[config.mk]
export PLATFORM = sky130hd
export DESIGN_NAME = pipe_ctrl
export DESIGN_NICKNAME = d
export VERILOG_FILES = /design/src/rtl/pipe_ctrl.sv
export SDC_FILE = /design/constraint.sdc
export NUM_CORES = 1
export LEC_CHECK = 0
export BUFFER_PORTS_ARGS = -buffer_cell sky130_fd_sc_hd__buf_2
export CAP_MARGIN = 20
export CORE_AREA = 8 8 45 47
export CTS_BUF_LIST = sky130_fd_sc_hd__clkbuf_8
export CTS_CLUSTER_DIAMETER = 200
export DETAILED_ROUTE_END_ITERATION = 10
export DIE_AREA = 0 0 53 55
export MAX_ROUTING_LAYER = met4
export PLACE_DENSITY_LB_ADDON = 0.08
export SETUP_SLACK_MARGIN = 0.15
export SLEW_MARGIN = 10
export SYNTH_ARGS = -nofsm -noshare
export SYNTH_HDL_FRONTEND = slang
export SYNTH_SLANG_ARGS = --single-unit
[constraint.sdc]
create_clock -name clk -period 2.4 [get_ports clk]
set_clock_uncertainty 0.1 [all_clocks]
set_input_delay 0.48 -clock clk [delete_from_list [all_inputs] [get_ports clk]]
set_output_delay 0.48 -clock clk [all_outputs]
set_load 0.02 [all_outputs]
[src/rtl/pipe_ctrl.sv]
`default_nettype none
// ============================================================================
// Module   : pipe_ctrl
// Brief    : Stall/flush scheduler for the five-stage pipeline, with
//            outstanding-fetch tracking so post-exception responses are dropped.
// Revision : 1.0 - initial release
// ============================================================================
module pipe_ctrl #(
    parameter int MAX_OUTSTANDING = 2
) (
    input  logic clk,
    input  logic rst_n,
    input  logic load_use_i,
    input  logic branch_flush_i,
    input  logic div_start_i,
    input  logic div_done_i,
    input  logic mem_req_i,
    input  logic mem_data_ok_i,
    input  logic inst_req_i,
    input  logic inst_addr_ok_i,
    input  logic inst_data_ok_i,
    input  logic exception_i,
    output logic stall_pc_o,
    output logic stall_if_id_o,
    output logic stall_id_ex_o,
    output logic stall_ex_mem_o,
    output logic stall_mem_wb_o,
    output logic flush_if_id_o,
    output logic flush_id_ex_o,
    output logic flush_ex_mem_o,
    output logic flush_mem_wb_o,
    output logic exception_flush_o,
    output logic div_cancel_o,
    output logic inst_discard_o,
    output logic div_busy_o
);

    localparam int CNT_W = $clog2(MAX_OUTSTANDING + 1);
    localparam logic [CNT_W:0] C_MAX = (CNT_W + 1)'(MAX_OUTSTANDING);
    localparam logic [CNT_W:0] C_ONE = (CNT_W + 1)'(1);

    localparam logic [0:0] S_IDLE     = 1'b0;
    localparam logic [0:0] S_DIV_BUSY = 1'b1;

    logic [0:0]       r_state;
    logic [CNT_W-1:0] r_out_cnt;
    logic [CNT_W-1:0] r_discard_cnt;

    logic             w_fetch_acc;
    logic             w_busy;
    logic             w_mem_wait;
    logic             w_div_wait;
    logic             w_draining;
    logic [CNT_W:0]   w_out_sum;
    logic [CNT_W:0]   w_out_adj;
    logic [CNT_W-1:0] w_out_nxt;

    assign w_fetch_acc = inst_req_i & inst_addr_ok_i;
    assign w_busy      = (r_state == S_DIV_BUSY);
    assign w_mem_wait  = mem_req_i & ~mem_data_ok_i;
    assign w_div_wait  = (w_busy & ~div_done_i) | div_start_i;
    assign w_draining  = (r_discard_cnt != '0);

    // Next outstanding count, saturated to [0, MAX]; it is also exactly the
    // number of in-flight fetches that become stale when an exception hits.
    always_comb begin
        w_out_sum = {1'b0, r_out_cnt} + {{CNT_W{1'b0}}, w_fetch_acc};
        w_out_adj = w_out_sum;
        if (inst_data_ok_i && (w_out_sum != '0)) begin
            w_out_adj = w_out_sum - C_ONE;
        end
        w_out_nxt = (w_out_adj > C_MAX) ? C_MAX[CNT_W-1:0] : w_out_adj[CNT_W-1:0];
    end

    always_ff @(posedge clk or negedge rst_n) begin
        if (!rst_n) begin
            r_state       <= S_IDLE;
            r_out_cnt     <= '0;
            r_discard_cnt <= '0;
        end else begin
            r_out_cnt <= w_out_nxt;

            if (exception_i) begin
                r_discard_cnt <= w_out_nxt;
            end else if (inst_data_ok_i && w_draining) begin
                r_discard_cnt <= r_discard_cnt - 1'b1;
            end

            case (r_state)
                S_IDLE: begin
                    // A divide finishing in its issue cycle never occupies the unit.
                    if (div_start_i && !exception_i && !div_done_i) begin
                        r_state <= S_DIV_BUSY;
                    end
                end
                default: begin
                    if (div_done_i || exception_i) begin
                        r_state <= S_IDLE;
                    end
                end
            endcase
        end
    end

    always_comb begin
        stall_pc_o        = 1'b0;
        stall_if_id_o     = 1'b0;
        stall_id_ex_o     = 1'b0;
        stall_ex_mem_o    = 1'b0;
        stall_mem_wb_o    = 1'b0;
        flush_if_id_o     = 1'b0;
        flush_id_ex_o     = 1'b0;
        flush_ex_mem_o    = 1'b0;
        flush_mem_wb_o    = 1'b0;
        exception_flush_o = 1'b0;
        div_cancel_o      = 1'b0;

        if (exception_i) begin
            exception_flush_o = 1'b1;
            div_cancel_o      = w_busy | div_start_i;
        end else if (w_mem_wait) begin
            stall_pc_o     = 1'b1;
            stall_if_id_o  = 1'b1;
            stall_id_ex_o  = 1'b1;
            stall_ex_mem_o = 1'b1;
            flush_mem_wb_o = 1'b1;
        end else if (w_div_wait) begin
            stall_pc_o     = 1'b1;
            stall_if_id_o  = 1'b1;
            stall_id_ex_o  = 1'b1;
            flush_ex_mem_o = 1'b1;
        end else if (load_use_i) begin
            stall_pc_o    = 1'b1;
            stall_if_id_o = 1'b1;
            flush_id_ex_o = 1'b1;
        end else begin
            flush_if_id_o = branch_flush_i;
            // Hold fetch until every stale response has been swallowed.
            stall_pc_o    = w_draining;
        end
    end

    assign inst_discard_o = inst_data_ok_i & w_draining;
    assign div_busy_o     = w_busy;

endmodule
`default_nettype wire

Yosys cells after proc, flatten, opt, wreduce, memory -nomap -nowiden
Cells that the tools add are included.

Bitwise gates (word level): 8. Reductions and logical operators: 10. Mux-type cells: 31. $lt $le $gt $ge: 1. $add $sub $neg: 3.

Operator list (count): 1-bit two-way mux (27); 2-bit two-way mux (3); 1-bit AND (4); 1-bit logical AND (4); 2-bit nonzero test (2); 2-bit by 1-bit adder with 3-bit output (1); 3-bit by 2-bit greater-than comparator with 1-bit output (second input constant) (1); 3-bit two-way mux (1); 3-bit nonzero test (1); 3-bit by 1-bit subtractor with 3-bit output (second input constant) (1); 1-bit logical NOT (2); 1-bit inverter (2); 1-bit OR (2); 2-bit by 1-bit subtractor with 2-bit output (second input constant) (1); 1-bit logical OR (1).

Flip-flop bits (word level): 5. Bits of input ports: 12. Output and inout bits: 13. Word-level logic and storage cells: 56.

Depth between registers and ports, before layout
Word-level depth: 8. Mapped depth: 9. Mapped depth without buffers: 9.

Worst setup path after synthesis
No wires, ideal clock.

Kind: input port to flip-flop. Start point: input inst_req_i. End point: register r_out_cnt[0]. Stages on the path: 9. Slack: 0.132 ns. Arrival time: 2.049 ns. Library setup time: 0.119 ns. Cells stage by stage: and2_1 ha_1 ha_1 inv_1 ha_1 ha_1 and4b_2 a21oi_1 o21ba_2.

Longest elaborated chain between the ends: 7.

Ends and longest elaborated chain: start: declaration (RTL line 19) `input logic inst_req_i,`; 1-bit AND (*) (RTL line 58) `assign w_fetch_acc = inst_req_i & inst_addr_ok_i;`; 2-bit by 1-bit adder with 3-bit output (*) (RTL line 67) `w_out_sum = {1'b0, r_out_cnt} + {{CNT_W{1'b0}}, w_fetch_acc};`; branches (longest 2 deep; another with 3-bit by 1-bit subtractor with 3-bit output); 3-bit two-way mux (*) (RTL line 69) `if (inst_data_ok_i && (w_out_sum != '0)) begin`; 3-bit by 2-bit greater-than comparator with 1-bit output (RTL line 72) `w_out_nxt = (w_out_adj > C_MAX) ? C_MAX[CNT_W-1:0] : w_out_adj[CNT_W-1:0];`; 2-bit two-way mux (*) (RTL line 72); net w_out_nxt[0] (RTL line 56) `logic [CNT_W-1:0] w_out_nxt;`; end signal: assignment (RTL line 81) `r_out_cnt <= w_out_nxt;`; end: declaration (RTL line 46) `logic [CNT_W-1:0] r_out_cnt;`.

Mark *: on every way through the listed nets, which the timed path passes. A chain may end at the register's enable or synchronous reset.

Worst setup path after layout
Start point: input inst_req_i. End point: register r_discard_cnt[1].

Longest elaborated chain between the ends: 8.

Ends and longest elaborated chain: 1-bit AND (*) (RTL line 58); 2-bit by 1-bit adder with 3-bit output (*) (RTL line 67); branches (longest 2 deep; another with 3-bit by 1-bit subtractor with 3-bit output); 3-bit two-way mux (*) (RTL line 69); 3-bit by 2-bit greater-than comparator with 1-bit output (RTL line 72); 2-bit two-way mux (*) (RTL line 72); net w_out_nxt[1] (RTL line 56); 2-bit two-way mux (*) (RTL line 83) `if (exception_i) begin`; end signal: assignment (RTL line 84) `r_discard_cnt <= w_out_nxt;`; end signal: assignment (RTL line 86) `r_discard_cnt <= r_discard_cnt - 1'b1;`; end: declaration (RTL line 47) `logic [CNT_W-1:0] r_discard_cnt;`.

Marks and branches as above.

==> flow_metrics.env <==
export IMPL_root_buffer="clkbuf_8"
export IMPL_place_gp_congestion=0.718
export IMPL_irDropWorstVdd_mv=0.389
export IMPL_finalSetupViolCount=0
export IMPL_num_rows=14
export IMPL_worstHoldStart="div_done_i"
export IMPL_fin_crit_sh_pct=91.5
export IMPL_max_cap_viol_count=0
export IMPL_worstHoldEndpoint="div_busy_o$_DFF_PN0_"
export IMPL_r2r_cells=8
export IMPL_p_leak_nw=0.335
export IMPL_fmax_mhz=456
export IMPL_r2r_slack_ps=340
export IMPL_syn_area_um2=443
export IMPL_fp_dieH_um=55
export IMPL_ys_seq_elements=5
export IMPL_critPathKind="primary input to register"
export IMPL_r2r_end="r_discard_cnt[1]$_DFFE_PN0P_"
export IMPL_path_cells="buf_2, and2_1, ha_2, ha_1, inv_1, ha_1, ha_1, and4b_2, a21oi_1, mux2_2"
export IMPL_antenna_found_initial=0
export IMPL_via_per_inst=4.59
export IMPL_ys_seq_area_share_pct=28.2
export IMPL_clkLatencyLatePin_ps=220
export IMPL_r2r_start="r_out_cnt[0]$_DFF_PN0_"
export IMPL_drt_wl_total_mm=1.05
export IMPL_first_pass_iters=2
export IMPL_numCtsBuffers=3
export IMPL_synth_fp_nets=65
export IMPL_die_x_um=53
export IMPL_initial_core_util_pct=32.0
export IMPL_syn_to_final_growth_pct=37.3
export IMPL_min_path_cells=2
export IMPL_setup_tns_ps=0
export IMPL_drtAntennaViolNets=0
export IMPL_yosysTopAreaCell="dfrtp_1"
export IMPL_yosys_warnings=0
export IMPL_hold_viol=0
export IMPL_critical_path_endpoint_type="register"
export IMPL_max_stage_delay_ps=290
export IMPL_drc=0
export IMPL_portBuffers=23
export IMPL_core_area_um2=1380
export IMPL_diodes=0
export IMPL_drtIter0Drc=3
export IMPL_cts_tree="done"
export IMPL_cts_resized=0
export IMPL_grtUsageTotal_pct=8.41
export IMPL_clk_pin_slew_ps=30
export IMPL_synth_area_leaders="dfrtp_1, ha_1, buf_4"
export IMPL_io_pins=25
export IMPL_yosys_area_top_type_share_pct=28.2
export IMPL_critPathRequiredTime_ps=2400
export IMPL_rsz0062_at_grt="true"
export IMPL_drive_gt1_share_pct=45.8
export IMPL_power_mw=0.545
export IMPL_cp_num_cells=10
export IMPL_syn_area_per_cell_um2=9.23
export IMPL_grt_overflow=0
export IMPL_fin_nets=90
export IMPL_crit_top_cell="ha_1"
export IMPL_worstPathArrival_ps=2200
export IMPL_num_vias=404
export IMPL_grt_pass1_vias=403
export IMPL_cellPowerDensity_nw_per_um2=895
export IMPL_cts_sinks=5
export IMPL_cpLargestDelayFamily="adder cells"
export IMPL_syn_inst=48
export IMPL_min_period_ps=2200
export IMPL_worst_setup_path_start_kind="primary input"
export IMPL_wire_per_inst_um=11.9
export IMPL_design_die_area_um2=2920
export IMPL_critPathMaxFanout=2
export IMPL_outcome="finished clean"
export IMPL_yosysUniqueCellTypes=24
export IMPL_hpwlAfterDp_um=877
export IMPL_cts_max_level=1
export IMPL_drv_slew=0
export IMPL_cts_buffer_depth=2
export IMPL_grt_start_max_net_pins=14
export IMPL_path_buf_inv=2
export IMPL_hp_class="primary input to register"
export IMPL_grt_pass1_wl_mm=1.77
export IMPL_critical_path_slowest_cell="and4b_2"
-- metal layers --
layer  vias to the layer above  wire length [um]  global-route usage (%)
met3                         2                56                    4.55
met5                         -                 0                       -
met4                         0                 8                    2.59
li1                        204                 -                       -
met2                        13               522                    14.1
met1                       185               461                    8.26
-- stage by stage --
stage / setup WS (ps) / utilization, % / std cells / hold WS (ps) / instance area (um^2)
floorplan: 153 / - / 48 / 84.4 / 445
global placement: -24.0 / 40.0 / 83 / 200 / 553
detailed placement: -23.1 / 40.0 / 83 / 202 / 553
CTS: 202 / 43.9 / 88 / 343 / 608
global route: 141 / 43.9 / 88 / 361 / 608
finish: 205 / 43.9 / 88 / 354 / 608
-- placed cells by master, fill, tap and decap left out --
| cell | Yosys | routed |
|---|---|---|
| buf_2 | 1 | 23 |
| inv_1 | 5 | 6 |
| nor2_1 | 5 | 5 |
| dfrtp_1 | 5 | 5 |
| ha_1 | 5 | 4 |
| a21oi_1 | 3 | 3 |
| nor3_1 | 3 | 3 |
| clkbuf_8 | 0 | 3 |
| nor2b_1 | 2 | 2 |
| and3b_1 | 2 | 2 |
| nand2b_1 | 1 | 1 |
| and4b_2 | 1 | 1 |
| o21ba_2 | 1 | 1 |
| and2_1 | 1 | 1 |
| nor2b_4 | 1 | 1 |
| nor2b_2 | 1 | 1 |
| and2b_1 | 1 | 1 |
| nor4_4 | 1 | 1 |
| o21ai_0 | 1 | 1 |
| xnor2_1 | 1 | 1 |
| o22ai_1 | 1 | 1 |
| mux2i_1 | 1 | 1 |
| mux2_2 | 1 | 1 |
| ha_2 | 0 | 1 |
| conb_1 | 1 | 1 |
| dlygate4sd3_1 | 0 | 1 |
-- cell type report --
type | count | area, um^2
fill | 153 | 776
inverter | 5 | 18.8
multi-input combinational | 34 | 274
clock inverter | 1 | 3.75
tap | 16 | 20.0
sequential | 5 | 125
clock buffer | 3 | 41.3
timing repair buffer | 24 | 125
-- sequential cells by signal, indices dropped and copies added (netlist names) --
signal and cells:
r_out_cnt 2, div_busy_o 1, r_discard_cnt 2
-- where the power goes --
group          internal, mW  switching, mW  leakage, nW
Combinational         0.127          0.138        0.247
Sequential            0.117         0.0116       0.0608
Clock                 0.110         0.0408       0.0269
Total                 0.354          0.191        0.335
-- cell usage after synthesis (all sizes together) --
master  count
o21ba       1
xnor2       1
and4b       1
and3b       2
nor3        3
buf         4
inv         5
nor4        1
mux2        1
and2        1
a21oi       3
nand2b      1
o21ai       1
mux2i       1
dfrtp       5
nor2        5
nor2b       4
conb        1
and2b       1
o22ai       1
ha          5
-- kinds of logic after synthesis --
group	Yosys count	share of synthesized area [%]
AO/OA/AOI/OAI	6	8.19
XOR/XNOR	1	1.98
adder cells (fa/ha/maj)	5	14.1
multiplexers	2	4.80
AND/OR/NAND/NOR	19	31.4
flip-flops	5	28.2
buffers and inverters	9	10.5
other	1	0.847
-- worst max-delay path by stage --
stage                          start                            to  slack [ps]
after global routing      inst_req_i        r_out_cnt[0]$_DFF_PN0_         140
after floorplan           inst_req_i  r_discard_cnt[1]$_DFFE_PN0P_         150
final                     inst_req_i  r_discard_cnt[1]$_DFFE_PN0P_         200
after global placement    inst_req_i  r_discard_cnt[1]$_DFFE_PN0P_         -20
after detailed placement  inst_req_i  r_discard_cnt[1]$_DFFE_PN0P_         -20
after CTS                 inst_req_i  r_discard_cnt[1]$_DFFE_PN0P_         200
-- repair_timing --
action / CTS / global route
hold endpoints to repair: 5 / 0
setup buffers: 0 / 0
endpoints found under the setup margin: 0 / 2
hold buffers: 1 / 0
-- worst register-to-register path: cells and delay by family (launching register included) --
| kind | cells | cell delay (ps) |
|---|---|---|
| AOI/OAI and AO/OA | 1 | 60 |
| adders and majority gates | 4 | 820 |
| buffers and inverters | 1 | 40 |
| DFF | 1 | 360 |
| muxes | 1 | 270 |
| and+or+nand+nor | 1 | 290 |
Power figures use the tool's default switching activity.
